**config.mk**
```make
export PLATFORM = sky130hd
export DESIGN_NAME = axi_axil_rd_bridge_flat
export DESIGN_NICKNAME = d
export VERILOG_FILES = /design/src/rtl/axi_axil_rd_bridge_if.sv /design/src/rtl/axi_axil_rd_bridge.sv /design/src/flat_wrapper.sv
export SDC_FILE = /design/constraint.sdc
export NUM_CORES = 1
export LEC_CHECK = 0
export ABC_AREA = 1
export CORE_ASPECT_RATIO = 1.4
export CORE_MARGIN = 3
export CORE_UTILIZATION = 50
export CTS_CLUSTER_SIZE = 8
export DETAILED_ROUTE_END_ITERATION = 12
export MAX_ROUTING_LAYER = met4
export PLACE_DENSITY = 0.87
export SYNTH_ARGS = -nofsm -noshare
export SYNTH_HDL_FRONTEND = slang
export SYNTH_SLANG_ARGS = --single-unit
```
**constraint.sdc**
```tcl
create_clock -name clk -period 6.67 [get_ports clk]
set_input_delay 1.0005 -clock clk [delete_from_list [all_inputs] [get_ports clk]]
set_output_delay 1.0005 -clock clk [all_outputs]
set_load 0.1 [all_outputs]
```
**src/rtl/axi_axil_rd_bridge_if.sv**
```systemverilog
`default_nettype none
// ============================================================================
// Module      : axi_rd_if / axil_rd_if
// Description : AXI4 read-channel bundle (AR + R with ID/LAST) and
//               AXI4-Lite read-channel bundle used by axi_axil_rd_bridge.
// Revision    : 1.0 - initial release
// ============================================================================

interface axi_rd_if #(
  parameter int DW       = 32,
  parameter int AW       = 32,
  parameter int ID_WIDTH = 10
);
  logic [ID_WIDTH-1:0] arid;
  logic [AW-1:0]       araddr;
  logic [7:0]          arlen;
  logic [2:0]          arsize;
  logic [1:0]          arburst;
  logic [2:0]          arprot;
  logic                arvalid;
  logic                arready;
  logic [ID_WIDTH-1:0] rid;
  logic [DW-1:0]       rdata;
  logic [1:0]          rresp;
  logic                rlast;
  logic                rvalid;
  logic                rready;

  modport master (
    output arid, araddr, arlen, arsize, arburst, arprot, arvalid, rready,
    input  arready, rid, rdata, rresp, rlast, rvalid
  );

  modport slave (
    input  arid, araddr, arlen, arsize, arburst, arprot, arvalid, rready,
    output arready, rid, rdata, rresp, rlast, rvalid
  );
endinterface

interface axil_rd_if #(
  parameter int DW = 32,
  parameter int AW = 32
);
  logic [AW-1:0] araddr;
  logic [2:0]    arprot;
  logic          arvalid;
  logic          arready;
  logic [DW-1:0] rdata;
  logic [1:0]    rresp;
  logic          rvalid;
  logic          rready;

  modport master (
    output araddr, arprot, arvalid, rready,
    input  arready, rdata, rresp, rvalid
  );

  modport slave (
    input  araddr, arprot, arvalid, rready,
    output arready, rdata, rresp, rvalid
  );
endinterface

`default_nettype wire

```
**src/rtl/axi_axil_rd_bridge.sv**
```systemverilog
`default_nettype none
// ============================================================================
// Module      : axi_axil_rd_bridge
// Description : Splits an AXI4 read burst into one AXI4-Lite read per beat,
//               returning beats with the burst ID and a generated RLAST.
//               One burst in flight, in-order.
//               Optional macro AXI_AXIL_RD_WRAP_EN enables WRAP bursts;
//               without it WRAP is answered with SLVERR like a reserved type.
// Revision    : 1.0 - initial release
// ============================================================================

module axi_axil_rd_bridge #(
  parameter int DW       = 32,
  parameter int AW       = 32,
  parameter int ID_WIDTH = 10
) (
  input  wire logic  clk,
  input  wire logic  rst_n,
  axi_rd_if.slave    s_axi,
  axil_rd_if.master  m_axil
);

  localparam int         c_MAX_SIZE  = $clog2(DW / 8);
  localparam logic [2:0] c_MAX_SIZE3 = 3'(c_MAX_SIZE);

  typedef enum logic [1:0] {
    S_IDLE = 2'd0,
    S_ADDR = 2'd1,
    S_DATA = 2'd2,
    S_ERR  = 2'd3
  } state_t;

  state_t              r_state;
  state_t              w_next_state;
  logic [ID_WIDTH-1:0] r_id;
  logic [AW-1:0]       r_addr;
  logic [7:0]          r_len;
  logic [2:0]          r_size;
  logic [1:0]          r_burst;
  logic [2:0]          r_prot;
  logic [7:0]          r_cnt;

  logic [2:0]          w_ar_size;
  logic                w_bad_burst;
  logic                w_last;
  logic                w_beat_hs;
  logic [AW-1:0]       w_bytes;
  logic [AW-1:0]       w_incr_addr;
  logic [AW-1:0]       w_next_addr;

  // Beats wider than the bus are narrowed to the bus width.
  assign w_ar_size = (s_axi.arsize > c_MAX_SIZE3) ? c_MAX_SIZE3 : s_axi.arsize;

`ifdef AXI_AXIL_RD_WRAP_EN
  assign w_bad_burst = (s_axi.arburst == 2'b11);
`else
  assign w_bad_burst = s_axi.arburst[1];
`endif

  assign w_last      = (r_cnt == r_len);
  assign w_beat_hs   = ((r_state == S_DATA) && m_axil.rvalid && s_axi.rready) ||
                       ((r_state == S_ERR) && s_axi.rready);
  assign w_bytes     = AW'(1) << r_size;
  assign w_incr_addr = (r_addr & ~(w_bytes - AW'(1))) + w_bytes;

`ifdef AXI_AXIL_RD_WRAP_EN
  logic [AW-1:0] w_wrap_mask;
  logic [AW-1:0] w_wrap_addr;
  assign w_wrap_mask = ((AW'(r_len) + AW'(1)) << r_size) - AW'(1);
  assign w_wrap_addr = (r_addr & ~w_wrap_mask) | ((r_addr + w_bytes) & w_wrap_mask);
`endif

  // Address of the following beat for the latched burst type.
  always_comb begin
    w_next_addr = r_addr;
    case (r_burst)
      2'b01:   w_next_addr = w_incr_addr;
`ifdef AXI_AXIL_RD_WRAP_EN
      2'b10:   w_next_addr = w_wrap_addr;
`endif
      default: w_next_addr = r_addr;
    endcase
  end

  // State register.
  always_ff @(posedge clk or negedge rst_n) begin
    if (!rst_n) r_state <= S_IDLE;
    else        r_state <= w_next_state;
  end

  // Next-state logic and all bus outputs; DATA is a combinational pass-through.
  always_comb begin
    w_next_state   = r_state;
    s_axi.arready  = 1'b0;
    s_axi.rid      = '0;
    s_axi.rdata    = '0;
    s_axi.rresp    = 2'b00;
    s_axi.rlast    = 1'b0;
    s_axi.rvalid   = 1'b0;
    m_axil.araddr  = '0;
    m_axil.arprot  = r_prot;
    m_axil.arvalid = 1'b0;
    m_axil.rready  = 1'b0;
    case (r_state)
      S_IDLE: begin
        s_axi.arready = rst_n;
        if (s_axi.arvalid) w_next_state = w_bad_burst ? S_ERR : S_ADDR;
      end
      S_ADDR: begin
        m_axil.arvalid = 1'b1;
        m_axil.araddr  = r_addr;
        if (m_axil.arready) w_next_state = S_DATA;
      end
      S_DATA: begin
        s_axi.rvalid  = m_axil.rvalid;
        m_axil.rready = s_axi.rready;
        s_axi.rid     = r_id;
        s_axi.rdata   = m_axil.rdata;
        s_axi.rresp   = m_axil.rresp;
        s_axi.rlast   = w_last;
        if (w_beat_hs) w_next_state = w_last ? S_IDLE : S_ADDR;
      end
      S_ERR: begin
        s_axi.rvalid = 1'b1;
        s_axi.rid    = r_id;
        s_axi.rresp  = 2'b10;
        s_axi.rlast  = w_last;
        if (w_beat_hs && w_last) w_next_state = S_IDLE;
      end
      default: w_next_state = S_IDLE;
    endcase
  end

  // Burst context: captured on AR accept, advanced on every non-final beat.
  always_ff @(posedge clk or negedge rst_n) begin
    if (!rst_n) begin
      r_id    <= '0;
      r_addr  <= '0;
      r_len   <= '0;
      r_size  <= '0;
      r_burst <= '0;
      r_prot  <= '0;
      r_cnt   <= '0;
    end else if ((r_state == S_IDLE) && s_axi.arvalid) begin
      r_id    <= s_axi.arid;
      r_addr  <= s_axi.araddr;
      r_len   <= s_axi.arlen;
      r_size  <= w_ar_size;
      r_burst <= s_axi.arburst;
      r_prot  <= s_axi.arprot;
      r_cnt   <= '0;
    end else if (w_beat_hs && !w_last) begin
      r_cnt <= r_cnt + 8'd1;
      if (r_state == S_DATA) r_addr <= w_next_addr;
    end
  end

endmodule

`default_nettype wire

```
**src/flat_wrapper.sv**
```systemverilog
// flat-port wrapper written by rule: the top's interface ports become plain ports
module axi_axil_rd_bridge_flat 
#(
  parameter int DW       = 32,
  parameter int AW       = 32,
  parameter int ID_WIDTH = 10
)
  (clk, rst_n, s_axi_arid, s_axi_araddr, s_axi_arlen, s_axi_arsize, s_axi_arburst, s_axi_arprot, s_axi_arvalid, s_axi_rready, s_axi_arready, s_axi_rid, s_axi_rdata, s_axi_rresp, s_axi_rlast, s_axi_rvalid, m_axil_araddr, m_axil_arprot, m_axil_arvalid, m_axil_rready, m_axil_arready, m_axil_rdata, m_axil_rresp, m_axil_rvalid);
  axi_rd_if #(.DW(DW), .AW(AW), .ID_WIDTH(ID_WIDTH)) s_axi_i ();
  axil_rd_if #(.DW(DW), .AW(AW)) m_axil_i ();
  input  wire logic clk;
  input  wire logic rst_n;
  input wire logic [$bits(s_axi_i.arid)-1:0] s_axi_arid;
  input wire logic [$bits(s_axi_i.araddr)-1:0] s_axi_araddr;
  input wire logic [$bits(s_axi_i.arlen)-1:0] s_axi_arlen;
  input wire logic [$bits(s_axi_i.arsize)-1:0] s_axi_arsize;
  input wire logic [$bits(s_axi_i.arburst)-1:0] s_axi_arburst;
  input wire logic [$bits(s_axi_i.arprot)-1:0] s_axi_arprot;
  input wire logic [$bits(s_axi_i.arvalid)-1:0] s_axi_arvalid;
  input wire logic [$bits(s_axi_i.rready)-1:0] s_axi_rready;
  output wire logic [$bits(s_axi_i.arready)-1:0] s_axi_arready;
  output wire logic [$bits(s_axi_i.rid)-1:0] s_axi_rid;
  output wire logic [$bits(s_axi_i.rdata)-1:0] s_axi_rdata;
  output wire logic [$bits(s_axi_i.rresp)-1:0] s_axi_rresp;
  output wire logic [$bits(s_axi_i.rlast)-1:0] s_axi_rlast;
  output wire logic [$bits(s_axi_i.rvalid)-1:0] s_axi_rvalid;
  output wire logic [$bits(m_axil_i.araddr)-1:0] m_axil_araddr;
  output wire logic [$bits(m_axil_i.arprot)-1:0] m_axil_arprot;
  output wire logic [$bits(m_axil_i.arvalid)-1:0] m_axil_arvalid;
  output wire logic [$bits(m_axil_i.rready)-1:0] m_axil_rready;
  input wire logic [$bits(m_axil_i.arready)-1:0] m_axil_arready;
  input wire logic [$bits(m_axil_i.rdata)-1:0] m_axil_rdata;
  input wire logic [$bits(m_axil_i.rresp)-1:0] m_axil_rresp;
  input wire logic [$bits(m_axil_i.rvalid)-1:0] m_axil_rvalid;
  assign s_axi_i.arid = s_axi_arid;
  assign s_axi_i.araddr = s_axi_araddr;
  assign s_axi_i.arlen = s_axi_arlen;
  assign s_axi_i.arsize = s_axi_arsize;
  assign s_axi_i.arburst = s_axi_arburst;
  assign s_axi_i.arprot = s_axi_arprot;
  assign s_axi_i.arvalid = s_axi_arvalid;
  assign s_axi_i.rready = s_axi_rready;
  assign s_axi_arready = s_axi_i.arready;
  assign s_axi_rid = s_axi_i.rid;
  assign s_axi_rdata = s_axi_i.rdata;
  assign s_axi_rresp = s_axi_i.rresp;
  assign s_axi_rlast = s_axi_i.rlast;
  assign s_axi_rvalid = s_axi_i.rvalid;
  assign m_axil_araddr = m_axil_i.araddr;
  assign m_axil_arprot = m_axil_i.arprot;
  assign m_axil_arvalid = m_axil_i.arvalid;
  assign m_axil_rready = m_axil_i.rready;
  assign m_axil_i.arready = m_axil_arready;
  assign m_axil_i.rdata = m_axil_rdata;
  assign m_axil_i.rresp = m_axil_rresp;
  assign m_axil_i.rvalid = m_axil_rvalid;
  axi_axil_rd_bridge #(.DW(DW), .AW(AW), .ID_WIDTH(ID_WIDTH)) u_core (.clk(clk), .rst_n(rst_n), .s_axi(s_axi_i), .m_axil(m_axil_i));
endmodule
```
Word level (Yosys, flattened, before mapping)
Cells that the tools add are included.
{"block": "totals", "regBits": 68, "in_bits": 98, "word_cells": 62}
{"block": "classes", "n_reduce_logical": 15, "shift": 1, "n_lt_le_gt_ge": 1, "n_addsub": 3, "bitwise": 2, "mux": 23, "n_eq_ne": 9}
{"op": "$mux 32", "n": 6}
{"op": "$add 32x32->32", "n": 1}
{"op": "$and 32x32->32", "n": 1}
{"op": "$not 32->32", "n": 1}
{"op": "$shl 1x3->32 const A", "n": 1}
{"op": "$sub 32x1->32 const B", "n": 1}
{"op": "$mux 8", "n": 2}
{"op": "$mux 10", "n": 1}
{"op": "$mux 2", "n": 5}
{"op": "$add 8x1->8 const B", "n": 1}
{"op": "$eq 8x8->1", "n": 1}
{"op": "$pmux 2 s4", "n": 1}
{"op": "$logic_and 1x1->1", "n": 6}
{"op": "$ne 2x2->1 const B", "n": 3}
{"op": "$reduce_bool 2->1", "n": 3}
{"op": "$mux 1", "n": 5}
{"op": "$eq 2x1->1 const B", "n": 2}
{"op": "$eq 2x2->1 const B", "n": 2}
{"op": "$pmux 2 s2", "n": 1}
{"op": "$reduce_and 4->1", "n": 1}
{"op": "$gt 3x2->1 const B", "n": 1}
{"op": "$mux 3", "n": 1}
{"op": "$reduce_and 3->1", "n": 1}
{"op": "$logic_not 2->1", "n": 1}
{"op": "5 further kinds", "n": 5}

Depth between registers and ports, before layout
Gate-level depths: netlist of run 1.
{"block": "depth", "word_depth": 9, "depth_mapped": 20}

Worst setup path before layout of run 1
OpenSTA, ideal clock, no wires.
{"block": "synth_path", "kind": "flip-flop to output port", "from": "register u_core.r_state[0]", "to": "output port m_axil_araddr[10]", "stages_incl_launch_ff": 6, "required_ps": 5669, "arrival_time_ps": 3595, "setup_slack_ps": 2075, "cell_sequence": "dfrtp_1 inv_1 nor2_1 inv_1 buf_1 nor2_1"}
{"block": "synth_between", "elab_chain_cells": 2}
{"item": "from (decl)", "line": "axi_axil_rd_bridge.sv:33", "text": "state_t r_state;"}
{"item": "from (signal assigned)", "line": "axi_axil_rd_bridge.sv:88", "text": "else r_state <= w_next_state;"}
{"item": "$eq 2x1->1", "line": "axi_axil_rd_bridge.sv:104", "text": "case (r_state)"}
{"item": "$mux 32", "line": "axi_axil_rd_bridge.sv:104"}
{"item": "to (decl)", "line": "flat_wrapper.sv:27", "text": "output wire logic [$bits(m_axil_i.araddr)-1:0] m_axil_araddr;"}
No other way between the ends.

Final worst setup path of run 1
{"block": "layout_path", "from": "register u_core.r_state[1]", "to": "output port m_axil_araddr[0]"}
Same word-level chain as after synthesis.

==> results of run 1 <==
[per-stage QoR]
| step | power (W) | setup slack (ps) | instances | utilization |
|---|---|---|---|---|
| 4_1_cts | 0.00393 | 2590 | 1146 | 0.739 |
| 3_5_place_dp | 0.00341 | 2900 | 1130 | 0.708 |
| 2_1_floorplan | 0.00280 | 2070 | 835 | - |
| 5_1_grt | 0.00415 | 2400 | 1147 | 0.739 |
| 3_3_place_gp | 0.00338 | 2890 | 1130 | 0.708 |
| 6_report | 0.00392 | 2610 | 1147 | 0.739 |
[cells in the mapped netlist (all sizes together), types with 5 or more instances]
master  instances
a21oi          15
buf            16
clkbuf          7
dfrtp          68
ha              7
inv           151
nand2         287
nand3          59
nand4          10
nor2          124
nor3           14
nor4            5
o211ai          7
o21ai          33
xnor2          10
xor2            5
[worst min path at each step]
stage / endpoint / cells past startpoint
2_1_floorplan: u_core.r_id[0] / 2
3_3_place_gp: u_core.r_id[6] / 2
3_5_place_dp: u_core.m_axil.arprot[2] / 2
4_1_cts: u_core.r_addr[10] / 1
5_1_grt: u_core.r_addr[10] / 1
6_report: u_core.r_addr[10] / 1
[layout by cell type, fill, tap and decap left out, drive strengths merged, types with 4 or more instances in the layout]
master / instances
nand2: 287
ha: 7
nor4: 5
nor3: 14
nor2: 124
xnor2: 10
nand3: 59
o211ai: 7
clkinv: 4
o21ai: 33
nand4: 10
dfrtp: 68
a21oi: 15
inv: 155
clkdlybuf4s50: 180
xor2: 5
clkbuf: 9
[area by class of cell]
class,count,area (um2),share of cell area
antenna,1,2.50,0.000335
clock buffer,9,225,0.0301
clock inverter,7,81.3,0.0109
inverter,154,583,0.0780
multi-input combinational,590,2890,0.387
sequential,68,1700,0.228
tap,135,169,0.0226
timing repair buffer,183,1820,0.244
[cell families after synthesis]
logic type | count (synthesis) | synth area share
xor+xnor | 15 | 0.0248
flops | 68 | 0.321
fa+ha+maj | 7 | 0.0165
buf+inv | 177 | 0.135
compound gates | 64 | 0.0723
simple gates | 504 | 0.430
[flip-flops by register name, indices dropped and copies added (netlist names)]
register              count
u_core.r_burst            2
u_core.r_size             3
u_core.m_axil.arprot      3
u_core.r_id              10
u_core.r_len              8
u_core.r_addr            32
u_core.r_cnt              8
u_core.r_state            2
[power by group]
group / leakage, nW / total, W / internal [W] / switching (W)
Combinational: 2.72 / 0.00265 / 0.000653 / 0.00199
Sequential: 0.852 / 0.000779 / 0.000594 / 0.000185
Clock: 0.147 / 0.000498 / 0.000296 / 0.000202
Total: 3.72 / 0.00392 / 0.00154 / 0.00238
[worst max-delay path, delay by kind of cell (launching register included)]
| kind | cells | cell delay, ps |
|---|---|---|
| buffers and inverters | 2 | 1830 |
| DFF | 1 | 650 |
| and+or+nand+nor | 2 | 230 |
[layer usage]
layer  up-vias  global-route usage  wire length (um)  part of all wire
li1       2896                   -                 -                 -
met1      2615               0.343              6450              0.39
met2       209               0.518              8590              0.52
met3        23              0.0458               976             0.060
met4         0              0.0949               384             0.023
met5         -                   -                 0                 0
==> results.sh, run 1 <==
export IMPL_synthCells=835
export IMPL_dieArea_um2=11900
export IMPL_placementRows=43
export IMPL_clockBufferDepth=2
export IMPL_ctsRootBufferMaster="clkbuf_16"
export IMPL_place_congestion=0.973
export IMPL_relSlewSlack=0.269
export IMPL_power_leakage_nw=3.72
export IMPL_final_nets=1111
export IMPL_cap_violations=0
export IMPL_die_x_um=93.0
export IMPL_r2r_end="u_core.r_addr[29]"
export IMPL_r2r_cells=18
export IMPL_p_per_area_nw_per_um2=525
export IMPL_grt_pass1_vias=5688
export IMPL_ys_types=43
export IMPL_synth_top_cell_by_area="dfrtp_1"
export IMPL_synthArstFlopShare=1.00
export IMPL_core_um2=10100
export IMPL_skew_ps=6.25
export IMPL_cts_setup_buffers=0
export IMPL_hold_buffers=0
export IMPL_report_final_setup_viol=0
export IMPL_cts_tree="yes"
export IMPL_clk_insertion_delay_late_ps=340
export IMPL_drv_slew=0
export IMPL_syn_area_um2=5300
export IMPL_vias=5743
export IMPL_io_buffer_count=181
export IMPL_synth_top_area_share=0.321
export IMPL_drt_wl_total_um=16400
export IMPL_ys_seq_elements=68
export IMPL_finalCritPeriodShare=0.608
export IMPL_endpoint="m_axil_araddr[0]"
export IMPL_clk_pin_slew_ps=60
export IMPL_min_period_ps=4060
export IMPL_grt_util_all_layers=0.295
export IMPL_via_per_inst=5.01
export IMPL_h_tree_depth=3
export IMPL_max_vdd_ir_drop_uv=395
export IMPL_status="finished, final reports clean"
export IMPL_worstSetupPathType="register to primary output"
export IMPL_critPathLaunchType="register"
export IMPL_cts_buffers=9
export IMPL_required_ps=5670
export IMPL_hold_slack_ps=465
export IMPL_io_pins=182
export IMPL_cp_end_kind="primary output"
export IMPL_grt_max_degree=68
export IMPL_synth_edf_count=0
export IMPL_worst_slew_pin_slew_ps=1100
export IMPL_fin_area_um2=7470
export IMPL_min_path_type="primary input to asynchronous set/reset pin"
export IMPL_wl_per_cell_um=14.3
export IMPL_dpl_hpwl_um=12500
export IMPL_ant_nets=0
export IMPL_hold_violations=0
export IMPL_syn_avg_cell_area_um2=6.34
export IMPL_ctsResizeCount=0
export IMPL_critPathMaxFanout=33
export IMPL_crit_chain="nor2_1, inv_1, nor2_1, clkdlybuf4s50_1"
export IMPL_fp_dieH_um=128
export IMPL_critPathLaunch="u_core.r_state[1]"
export IMPL_placed_cell_area_um2=7160
export IMPL_cp_data_arrival_time_ps=3060
export IMPL_detail_route_first_pass_iterations=5
export IMPL_drt_iter0_markers=318
export IMPL_synth_top_flop_cell="dfrtp_1"
export IMPL_rsz0062_at_grt="false"
export IMPL_grt_pass1_wl_um=27200
export IMPL_synth_nets=940
export IMPL_max_stage_delay_ps=1020
export IMPL_r2r_slack_ps=3630
export IMPL_ys_top_cells_by_area="dfrtp_1, nand2_1, inv_1"
export IMPL_fillers=844
export IMPL_cts_sinks=68
export IMPL_cpMaxStageDelayCell="clkdlybuf4s50_1"
export IMPL_start_util=0.524
export IMPL_max_freq_mhz=246
export IMPL_ys_warn_count=0
export IMPL_syn2layout_area_growth_pct=41.1
export IMPL_drive_gt1_frac=0.0752
export IMPL_critPathMostFrequentCell="nor2_1"
export IMPL_drc_errors=0
export IMPL_yosysSeqAreaShare=0.321
export IMPL_r2r_start="u_core.r_size[1]"
export IMPL_setup_tns_ps=0
export IMPL_overflow=0
export IMPL_antenna_found_initial=1
Power figures use the tool's default switching activity.
==> run 2: changes to the inputs <==
--- a/config.mk
+++ b/config.mk
@@ -8,11 +8,11 @@
 export ABC_AREA = 1
 export CORE_ASPECT_RATIO = 1.4
 export CORE_MARGIN = 3
-export CORE_UTILIZATION = 50
+export CORE_UTILIZATION = 47
 export CTS_CLUSTER_SIZE = 8
 export DETAILED_ROUTE_END_ITERATION = 12
 export MAX_ROUTING_LAYER = met4
-export PLACE_DENSITY = 0.87
+export PLACE_DENSITY = 0.83
 export SYNTH_ARGS = -nofsm -noshare
 export SYNTH_HDL_FRONTEND = slang
 export SYNTH_SLANG_ARGS = --single-unit
==> constraint.sdc (replaced) <==
create_clock -name clk -period 4 [get_ports clk]
set_input_delay 0.6 -clock clk [delete_from_list [all_inputs] [get_ports clk]]
set_output_delay 0.6 -clock clk [all_outputs]
set_load 0.1 [all_outputs]
==> run 2 against run 1 <==
  * Die area is 6.0% higher
  * Largest power group unchanged
  * Cell area is 2.4% lower
  * Flip-flop and latch count stayed put
  * Largest cell class unchanged
  * Power is 65% higher
  * First-iteration DRC count is 17% lower
  * Sequential share of layout area is 0.55 points higher
  * Wire length is 4.0% higher
  * Global-route usage is 0.96 points lower
  * Critical path type unchanged
  * Worst hold slack worse by 390 ps
==> results.sh, run 2 (same netlist as run 1, synthesis figures left out) <==
export IMPL_status="finished, final reports clean"
export IMPL_ctsResizeCount=0
export IMPL_dpl_hpwl_um=12900
export IMPL_worstSetupPathType="register to primary output"
export IMPL_drive_gt1_frac=0.144
export IMPL_placementRows=45
export IMPL_hold_violations=0
export IMPL_diodes=0
export IMPL_multi_input_area_um2=2890
export IMPL_drc_errors=0
export IMPL_fillers=991
export IMPL_power_leakage_nw=3.84
export IMPL_final_cells=1153
export IMPL_clockBufferDepth=2
export IMPL_ctsRootBufferMaster="clkbuf_16"
export IMPL_h_tree_depth=3
export IMPL_overflow=0
export IMPL_place_congestion=0.975
export IMPL_drt_iter0_markers=265
export IMPL_p_per_area_nw_per_um2=887
export IMPL_grt_max_degree=68
export IMPL_clk_insertion_delay_late_ps=330
export IMPL_min_path_type="primary input to asynchronous set/reset pin"
export IMPL_core_um2=10900
export IMPL_drv_slew=0
export IMPL_hold_buffers=0
export IMPL_finalCritPeriodShare=0.740
export IMPL_critPathLaunchType="register"
export IMPL_cts_tree="yes"
export IMPL_skew_ps=3.76
export IMPL_place_inst=1137
export IMPL_cp_data_arrival_time_ps=2360
export IMPL_max_freq_mhz=338
export IMPL_fin_area_um2=7300
export IMPL_worst_slew_pin_slew_ps=1000
export IMPL_placed_cell_area_um2=7000
export IMPL_die_x_um=95.7
export IMPL_rsz0062_at_grt="false"
export IMPL_via_per_inst=4.94
export IMPL_report_final_setup_viol=0
export IMPL_max_vdd_ir_drop_uv=675
export IMPL_dieArea_um2=12600
export IMPL_drt_wl_total_um=17100
export IMPL_grt_util_all_layers=0.285
export IMPL_final_common_cell="nand2_1"
export IMPL_ant_nets=0
export IMPL_relSlewSlack=0.330
export IMPL_grt_pass1_wl_um=27600
export IMPL_largest_reg_flops=32
export IMPL_required_ps=3400
export IMPL_hold_slack_ps=72.7
export IMPL_clk_pin_slew_ps=60
export IMPL_detail_route_first_pass_iterations=5
export IMPL_final_nets=1112
export IMPL_cts_setup_buffers=0
export IMPL_io_pins=182
export IMPL_cts_buffers=9
export IMPL_regArea_um2=1700
export IMPL_final_cell_mix="nand2_1, inv_1, nor2_1"
export IMPL_final_util=0.668
export IMPL_syn2layout_area_growth_pct=37.8
export IMPL_cts_sinks=68
export IMPL_antenna_found_initial=0
export IMPL_vias=5692
export IMPL_top_regs="u_core.r_addr: 32 flops, u_core.r_id: 10 flops"
export IMPL_critPathMaxFanout=15
export IMPL_setup_tns_ps=0
export IMPL_largest_register="u_core.r_addr"
export IMPL_grt_pass1_vias=5666
export IMPL_fp_dieH_um=132
export IMPL_cap_violations=0
export IMPL_io_buffer_count=181
export IMPL_cp_end_kind="primary output"
export IMPL_wl_per_cell_um=14.8
export IMPL_start_util=0.485
export IMPL_min_period_ps=2960
## run 2: changes by cell type in the layout (fill, tap and decap cells not counted), moves of 2 or more
cell,previous run,this run
clkinv_2,0,2
buf_4,2,73
inv_6,4,1
clkdlybuf4s50_1,180,110
## run 2: worst paths after layout
path / depth (start not counted) / slack [ps] / startpoint / end
worst max register to register: 16 / 1080 / u_core.r_size[1] / u_core.r_addr[25]
worst min register to register: 2 / 470 / u_core.r_id[1] / u_core.r_id[1]
worst max-delay path: 3 / 1040 / u_core.r_state[1] / s_axi_rid[6]
min in group clk: 2 / 470 / u_core.r_id[1] / u_core.r_id[1]
worst min-delay path: 1 / 70 / rst_n / u_core.r_addr[10]
max in group asynchronous: 2 / 2830 / rst_n / u_core.r_addr[9]
## run 2: worst max-delay path, cell delays in order (launching register included)
cell	delay, ps
dfrtp_1	690
nand2_1	120
inv_1	80
clkdlybuf4s50_1	1130
## run 2: where the power goes
part,internal [W],switching [W]
Clock,0.000483,0.000312
Combinational,0.00102,0.00336
Sequential,0.000991,0.000309
Total,0.00250,0.00398
## run 2: cell type report
type	instances	share of cell area
repair buffers	184	0.227
clock buffers	10	0.0314
multi-input cells	590	0.396
flip-flops and latches	68	0.233
clock inverters	6	0.00874
inverters	154	0.0799
well taps	141	0.0242
## run 2: metal layers
metal | vias to the layer above | routed length, um | track usage | share of wire
li1 | 2894 | - | - | -
met1 | 2593 | 6850 | 0.337 | 0.40
met2 | 171 | 8930 | 0.484 | 0.52
met3 | 34 | 819 | 0.0447 | 0.048
met4 | 0 | 459 | 0.0973 | 0.027
met5 | - | 0 | - | 0
## run 2: per-stage QoR
step / total power (W) / setup slack [ps]
final: 0.00647 / 1040
after global routing: 0.00685 / 837
after CTS: 0.00649 / 1030
after detailed placement: 0.00567 / 1100
after global placement: 0.00562 / 1170
after floorplan: 0.00468 / -195
